`src/rtl/uart_pkg.sv`:
```
// Shared definitions for the UART receive-side buffer: byte width,
// default FIFO depth and the capture FSM state encoding.
package uart_pkg;

    localparam int BYTE_W     = 8;
    localparam int FIFO_DEPTH = 16;

    // Capture FSM states; the encoding is fixed so debug probes can decode it.
    typedef enum logic [1:0] {
        ST_IDLE       = 2'd0,
        ST_CAPTURE    = 2'd1,
        ST_ACK        = 2'd2,
        ST_WAIT_EMPTY = 2'd3
    } rx_state_t;

endpackage

```
`src/rtl/sync_fifo.sv`:
```
// Generic single-clock first-word-fall-through FIFO.
// Storage is a registered array read asynchronously at the read pointer.
// The count and both flags are registered and never depend combinationally on
// the strobes. A write into a full FIFO is accepted only when a read happens
// in the same cycle.
module sync_fifo
    import uart_pkg::*;
#(
    parameter int DEPTH = FIFO_DEPTH,
    parameter int AW    = 4,
    parameter int W     = BYTE_W
) (
    input  logic          clk,
    input  logic          reset,
    input  logic          i_wr_en,
    input  logic [W-1:0]  i_wr_data,
    input  logic          i_rd_en,
    output logic [W-1:0]  o_rd_data,
    output logic          o_empty,
    output logic          o_full,
    output logic [AW:0]   o_count
);

    localparam logic [AW:0] LP_DEPTH_M1 = (AW + 1)'(DEPTH - 1);
    localparam logic [AW:0] LP_ONE      = (AW + 1)'(1);

    logic [W-1:0]  r_mem [DEPTH];
    logic [AW-1:0] r_wr_ptr;
    logic [AW-1:0] r_rd_ptr;
    logic [AW:0]   r_count;
    logic          r_empty;
    logic          r_full;

    logic          w_do_rd;
    logic          w_do_wr;

    // A pop on an empty FIFO is ignored. A push on a full FIFO needs a pop in
    // the same cycle.
    assign w_do_rd = i_rd_en & ~r_empty;
    assign w_do_wr = i_wr_en & (~r_full | w_do_rd);

    // Storage array: written at the write pointer, never cleared.
    // NOTE: the data array has no reset. The count and flags mark which
    // entries are valid, so clearing the array would only add reset fan-out.
    always_ff @(posedge clk) begin
        if (w_do_wr) begin
            r_mem[r_wr_ptr] <= i_wr_data;
        end
    end

    // Pointers, count and flags. All of them wrap and update together.
    // NOTE: every state register uses non-blocking assignments, so all
    // updates in this block see the values from the previous clock edge.
    always_ff @(posedge clk) begin
        if (reset) begin
            r_wr_ptr <= '0;
            r_rd_ptr <= '0;
            r_count  <= '0;
            r_empty  <= 1'b1;
            r_full   <= 1'b0;
        end else begin
            if (w_do_wr) begin
                r_wr_ptr <= r_wr_ptr + 1'b1;
            end
            if (w_do_rd) begin
                r_rd_ptr <= r_rd_ptr + 1'b1;
            end
            case ({w_do_wr, w_do_rd})
                2'b10: begin
                    r_count <= r_count + LP_ONE;
                    r_empty <= 1'b0;
                    r_full  <= (r_count == LP_DEPTH_M1);
                end
                2'b01: begin
                    r_count <= r_count - LP_ONE;
                    r_full  <= 1'b0;
                    r_empty <= (r_count == LP_ONE);
                end
                default: begin
                    r_count <= r_count;
                end
            endcase
        end
    end

    assign o_rd_data = r_mem[r_rd_ptr];
    assign o_empty   = r_empty;
    assign o_full    = r_full;
    assign o_count   = r_count;

endmodule

```
`src/rtl/uart_rx_fifo.sv`:
```
// Receive-side buffer downstream of the uart receiver.
// It captures each byte the receiver holds and buffers it in a FWFT FIFO.
// The receiver is unloaded with a level handshake, because the uart samples
// uld_rx_data only on its slow rxclk tick. A byte that arrives at a full FIFO
// is dropped and raises the sticky overrun flag, so the receiver never stalls.
// Build option: define UART_RX_FIFO_SYNC_EN to pass rx_empty through a
// 2-flop synchronizer. This adds 2 cycles of capture latency.
module uart_rx_fifo
    import uart_pkg::*;
#(
    parameter int DEPTH = FIFO_DEPTH,
    parameter int AW    = 4
) (
    input  logic              clk,
    input  logic              reset,
    input  logic [BYTE_W-1:0] rx_data,
    input  logic              rx_empty,
    output logic              uld_rx_data,
    input  logic              rd_en,
    output logic [BYTE_W-1:0] rd_data,
    output logic              fifo_empty,
    output logic              fifo_full,
    output logic [AW:0]       count,
    output logic              overrun
);

    rx_state_t r_state;
    logic      r_uld;
    logic      r_overrun;

    logic      w_rxe_s;
    logic      w_capture;
    logic      w_drop;

`ifdef UART_RX_FIFO_SYNC_EN
    logic r_rxe_meta;
    logic r_rxe_sync;

    // Two-flop synchronizer for rx_empty. Reset to 1 ("nothing held") so that
    // a reset never looks like an incoming byte.
    always_ff @(posedge clk) begin
        if (reset) begin
            r_rxe_meta <= 1'b1;
            r_rxe_sync <= 1'b1;
        end else begin
            r_rxe_meta <= rx_empty;
            r_rxe_sync <= r_rxe_meta;
        end
    end

    assign w_rxe_s = r_rxe_sync;
`else
    assign w_rxe_s = rx_empty;
`endif

    // The write happens during the single CAPTURE cycle. rx_data is stable by
    // protocol while rx_empty is low, so it feeds the FIFO directly.
    assign w_capture = (r_state == ST_CAPTURE);
    assign w_drop    = w_capture & fifo_full & ~rd_en;

    // Capture FSM with a registered unload request. uld_rx_data rises when the
    // FSM enters ACK and holds until the receiver reports empty again.
    always_ff @(posedge clk) begin
        if (reset) begin
            r_state <= ST_IDLE;
            r_uld   <= 1'b0;
        end else begin
            case (r_state)
                ST_IDLE: begin
                    if (!w_rxe_s) begin
                        r_state <= ST_CAPTURE;
                    end
                end
                ST_CAPTURE: begin
                    r_state <= ST_ACK;
                    r_uld   <= 1'b1;
                end
                ST_ACK: begin
                    r_state <= ST_WAIT_EMPTY;
                    r_uld   <= 1'b1;
                end
                ST_WAIT_EMPTY: begin
                    if (w_rxe_s) begin
                        r_state <= ST_IDLE;
                        r_uld   <= 1'b0;
                    end
                end
                default: begin
                    r_state <= ST_IDLE;
                    r_uld   <= 1'b0;
                end
            endcase
        end
    end

    // Sticky overrun flag, set when a captured byte has to be dropped.
    always_ff @(posedge clk) begin
        if (reset) begin
            r_overrun <= 1'b0;
        end else if (w_drop) begin
            r_overrun <= 1'b1;
        end
    end

    sync_fifo #(
        .DEPTH (DEPTH),
        .AW    (AW),
        .W     (BYTE_W)
    ) u_fifo (
        .clk       (clk),
        .reset     (reset),
        .i_wr_en   (w_capture),
        .i_wr_data (rx_data),
        .i_rd_en   (rd_en),
        .o_rd_data (rd_data),
        .o_empty   (fifo_empty),
        .o_full    (fifo_full),
        .o_count   (count)
    );

    assign uld_rx_data = r_uld;
    assign overrun     = r_overrun;

endmodule

```
`config.mk`:
```
export PLATFORM = sky130hd
export DESIGN_NAME = uart_rx_fifo
export DESIGN_NICKNAME = d
export VERILOG_FILES = /design/src/rtl/uart_pkg.sv /design/src/rtl/sync_fifo.sv /design/src/rtl/uart_rx_fifo.sv
export SDC_FILE = /design/constraint.sdc
export NUM_CORES = 1
export LEC_CHECK = 0
export CELL_PAD_IN_SITES_DETAIL_PLACEMENT = 0
export CELL_PAD_IN_SITES_GLOBAL_PLACEMENT = 1
export CORE_MARGIN = 2
export CORE_UTILIZATION = 47
export DETAILED_ROUTE_END_ITERATION = 8
export PLACE_DENSITY_LB_ADDON = 0.1
export SLEW_MARGIN = 20
export SYNTH_ARGS = -nofsm -noshare
export SYNTH_HDL_FRONTEND = slang
export SYNTH_SLANG_ARGS = --single-unit
```
`constraint.sdc`:
```
create_clock -name clk -period 2.3 [get_ports clk]
set_clock_uncertainty 0.15 [all_clocks]
set_input_delay 0.46 -clock clk [delete_from_list [all_inputs] [get_ports clk]]
set_output_delay 0.46 -clock clk [all_outputs]
set_load 0.02 [all_outputs]
```
==> metrics.md <==
| Metric | Value |
|---|---|
| Synth top area share | 0.6268 |
| Final worst hold slack | 0.3296 ns |
| Number of hold buffers added after cts | 0 |
| Count of cell types in the netlist | 41 |
| Number of clock buffers inserted by TritonCTS | 17 |
| CTS tree | done |
| Post-synthesis net count | 370 |
| CTS H-tree lvls | 4 |
| Synthesized-area fraction occupied by xor and xnor cells | 0.01143 |
| Mux cell area share after synthesis | 0.1326 |
| Synthesized cell area | 6132 um^2 |
| Warnings, synthesis | 0 |
| Min-delay worst type | flop to flop |
| Net count reported at finish | 457 |
| Power per Cell Area | 999.7 nW/um^2 |
| Die width | 118.2 um |
| Largest fanout of any net on the critical path | 10 |
| Most area-consuming cells after synthesis | sky130_fd_sc_hd__edfxtp_1, sky130_fd_sc_hd__dfxtp_1, sky130_fd_sc_hd__mux4_2 |
| Global router's overall resource usage | 0.1845 |
| Pre-Repair DR Iteration Count | 4 |
| Count of clock tree sinks | 151 |
| RSZ-0062 raised after global routing | yes |
| Die Ht | 118.2 um |
| Transition at the pin with the smallest max-transition slack | 0.5465 ns |
| Synth Register Bits | 151 |
| Slew HR | 0.6345 |
| DRC Markers | 0 |
| Vias after detailed routing | 3257 |
| Clock-pin slew on the worst setup and hold paths | 0.06 ns |
| Final hold viol count | 0 |
| Root Buffer | sky130_fd_sc_hd__clkbuf_16 |
| Fin util | 0.6123 |
| Routability cong. | 0.7490 |
| Number of primary I/O pins | 29 |
| Result of the run | finished, violations left |
| Placeable Area | 12670 um^2 |
| Cell taking the most area after synthesis | sky130_fd_sc_hd__edfxtp_1 |
| Number of max-slew violations in the final report | 0 |
| CTS max path bufs | 2 |
| Largest family of logic cells by synthesized area | multiplexers |
| Register area share after synthesis | 0.7019 |
| 1st-iter DRT viols | 223 |
| Total of buffers placed on input and output ports | 28 |
| Count of nets left with antenna violations after detail routing | 0 |
| Via count of the first global-routing pass | 3441 |
| Number of vias per cell after detailed routing | 5.305 |
| Layout cell share with drive strength beyond 1 | 0.3167 |
| Mean instance size in the synthesized netlist | 17.93 um^2 |
| Critical path launch point type | flop |
| Final clock period utilization by the worst path | 1.149 |
| Fillers | 978 |
| Minimum period implied by the final worst setup slack | 2.643 ns |
| Total Die Area | 13980 um^2 |
| Post-synthesis compound-gate area fraction | 0.04020 |
| Global-route wire length before repair | 18980 um |
| Maximum number of pins on one net before global-route repair | 25 |
| Syn Inst Count | 342 |
| Crit Path Category | flop to output pin |
| Detailed-route wire length | 11850 um |
| Final Setup Violations | 8 |
| Leakage power of the design | 0.002666 uW |
| Place WS | -0.3649 ns |
| Wirelength per Cell | 19.30 um |
| Violations in the final reports | negative setup slack |
| Post-route worst setup slack | -0.3432 ns |
| Standard-cell rows | 41 |
| Fmax | 378.3 MHz |
| Diode count | 0 |
| Final global-route overflow total | 0 |
| Adder and majority gate portion of the synthesized area | 0.03265 |
| Max rail drop VDD | 0.4632 mV |
| Starting density of the core | 0.4840 |
| Simple-gate area share of the yosys netlist | 0.05468 |
| Crit. End Element | output pin |
| Initial antenna violation count | 0 |
| Maxcap violations | 0 |
| Layout Area Growth over Synthesis | 26.53% |
| Half-perimeter wire length after placement | 7638 um |
| Data arrival time of the critical path | 2.03 ns |
| Required time at the endpoint of the critical path | 1.69 ns |
| Setup TNS | -2.360 ns |
| Insertion delay of the later-clocked pin in the worst-skew pair | 0.41 ns |
[layer usage]
| metal | GRT usage | share of wire |
|---|---|---|
| met2 | 0.3089 | 0.52 |
| met1 | 0.2333 | 0.44 |
| met3 | 0.04875 | 0.029 |
| met5 | 0 | 0 |
| met4 | 0.06325 | 0.0069 |
[cell usage in the layout, fill, tap and decap left out, types with 3 or more instances in the layout]
master / n
sky130_fd_sc_hd__a21oi_1: 5
sky130_fd_sc_hd__a22oi_1: 5
sky130_fd_sc_hd__a22oi_2: 12
sky130_fd_sc_hd__and2_1: 9
sky130_fd_sc_hd__buf_12: 13
sky130_fd_sc_hd__buf_2: 4
sky130_fd_sc_hd__buf_4: 42
sky130_fd_sc_hd__buf_6: 6
sky130_fd_sc_hd__bufinv_16: 3
sky130_fd_sc_hd__clkbuf_16: 17
sky130_fd_sc_hd__clkdlybuf4s50_1: 20
sky130_fd_sc_hd__clkinv_1: 3
sky130_fd_sc_hd__clkinv_2: 4
sky130_fd_sc_hd__clkinvlp_4: 3
sky130_fd_sc_hd__dfxtp_1: 22
sky130_fd_sc_hd__edfxtp_1: 128
sky130_fd_sc_hd__ha_1: 16
sky130_fd_sc_hd__inv_1: 13
sky130_fd_sc_hd__mux2i_1: 4
sky130_fd_sc_hd__mux4_1: 6
sky130_fd_sc_hd__mux4_2: 26
sky130_fd_sc_hd__nand2_1: 10
sky130_fd_sc_hd__nor2_1: 27
sky130_fd_sc_hd__nor2b_1: 4
sky130_fd_sc_hd__nor4_2: 4
sky130_fd_sc_hd__xnor2_1: 3
sky130_fd_sc_hd__xor2_1: 5
[what timing repair did]
action | CTS | global route
gates cloned | 1 | 0
setup buffers | 10 | 0
endpoints found under the setup margin | 8 | 20
pin swaps | 6 | 4
resized for setup | 57 | 8
[state kept, by name, indices dropped and copies added, names as in the netlist, named ones only]
| signal | count |
|---|---|
| overrun | 1 |
| r_state | 2 |
| u_fifo.o_count | 5 |
| u_fifo.o_empty | 1 |
| u_fifo.o_full | 1 |
| u_fifo.r_mem | 128 |
| u_fifo.r_rd_ptr | 4 |
| u_fifo.r_wr_ptr | 4 |
| uld_rx_data | 1 |
[Yosys cell counts, drive strengths merged]
| cell | instances |
|---|---|
| a211oi | 2 |
| a21boi | 1 |
| a21oi | 6 |
| a221o | 1 |
| a22oi | 17 |
| a31oi | 1 |
| and2 | 9 |
| and2b | 1 |
| and3 | 2 |
| and4 | 1 |
| buf | 9 |
| clkbuf | 5 |
| clkdlybuf4s25 | 3 |
| dfxtp | 23 |
| edfxtp | 128 |
| ha | 16 |
| inv | 13 |
| mux2i | 4 |
| mux4 | 32 |
| nand2 | 10 |
| nand4 | 1 |
| nand4b | 1 |
| nor2 | 27 |
| nor2b | 4 |
| nor3 | 1 |
| nor3b | 2 |
| nor4 | 4 |
| nor4bb | 1 |
| o2111ai | 1 |
| o211ai | 2 |
| o21ai | 3 |
| o21bai | 1 |
| or3 | 1 |
| or4b | 1 |
| xnor2 | 3 |
| xor2 | 5 |
[metrics by stage]
stage | cell area, um^2 | cells | power, uW
after global placement | 7042 | 572 | 4942
after detailed placement | 7042 | 572 | 4980
after CTS | 7752 | 615 | 7837
final | 7759 | 614 | 7757
after global routing | 7759 | 614 | 8097
after floorplan | 6148 | 342 | 4281
[final timing paths]
check | from | endpoint | slack [ns] | cells past startpoint
min reg2reg | overrun | overrun | 0.33 | 2
max | flop | rd_data[4] | -0.34 | 6
min | overrun | overrun | 0.33 | 2
max reg2reg | r_state[1] | u_fifo.o_count[3] | 0.24 | 8
[cell type report]
cell class              instances  area, um^2  area share
flip-flops and latches        151        4308      0.5552
multi-input cells             161        1737      0.2238
repair buffers                 85       863.3      0.1113
clock buffers                  17       425.4     0.05483
well taps                     172       215.2     0.02774
clock inverters                15       161.4     0.02080
inverters                      13       48.80    0.006289
[logic make-up (layout without fill, tap and decap cells)]
logic type / Yosys count / count (layout)
AND/OR/NAND/NOR: 66 / 66
AO/OA/AOI/OAI: 35 / 35
flip-flops: 151 / 151
buffers and inverters: 30 / 130
adder cells (fa/ha/maj): 16 / 16
multiplexers: 36 / 36
XOR/XNOR: 8 / 8
[worst max-delay path, cell delays in order (launching register included)]
cell	delay [ns]
sky130_fd_sc_hd__dfxtp_4	0.40
sky130_fd_sc_hd__buf_12	0.14
sky130_fd_sc_hd__buf_4	0.12
sky130_fd_sc_hd__mux4_1	0.55
sky130_fd_sc_hd__a22oi_1	0.15
sky130_fd_sc_hd__nand2_1	0.09
sky130_fd_sc_hd__buf_2	0.17
[power by group]
part	internal, uW	switching (uW)	total, uW	leakage [uW]
Combinational	928	852	1780	0.00104
Sequential	3150	108	3250	0.00134
Clock	1690	1040	2720	0.000281
No activity file was read; power rests on OpenSTA's default activity.
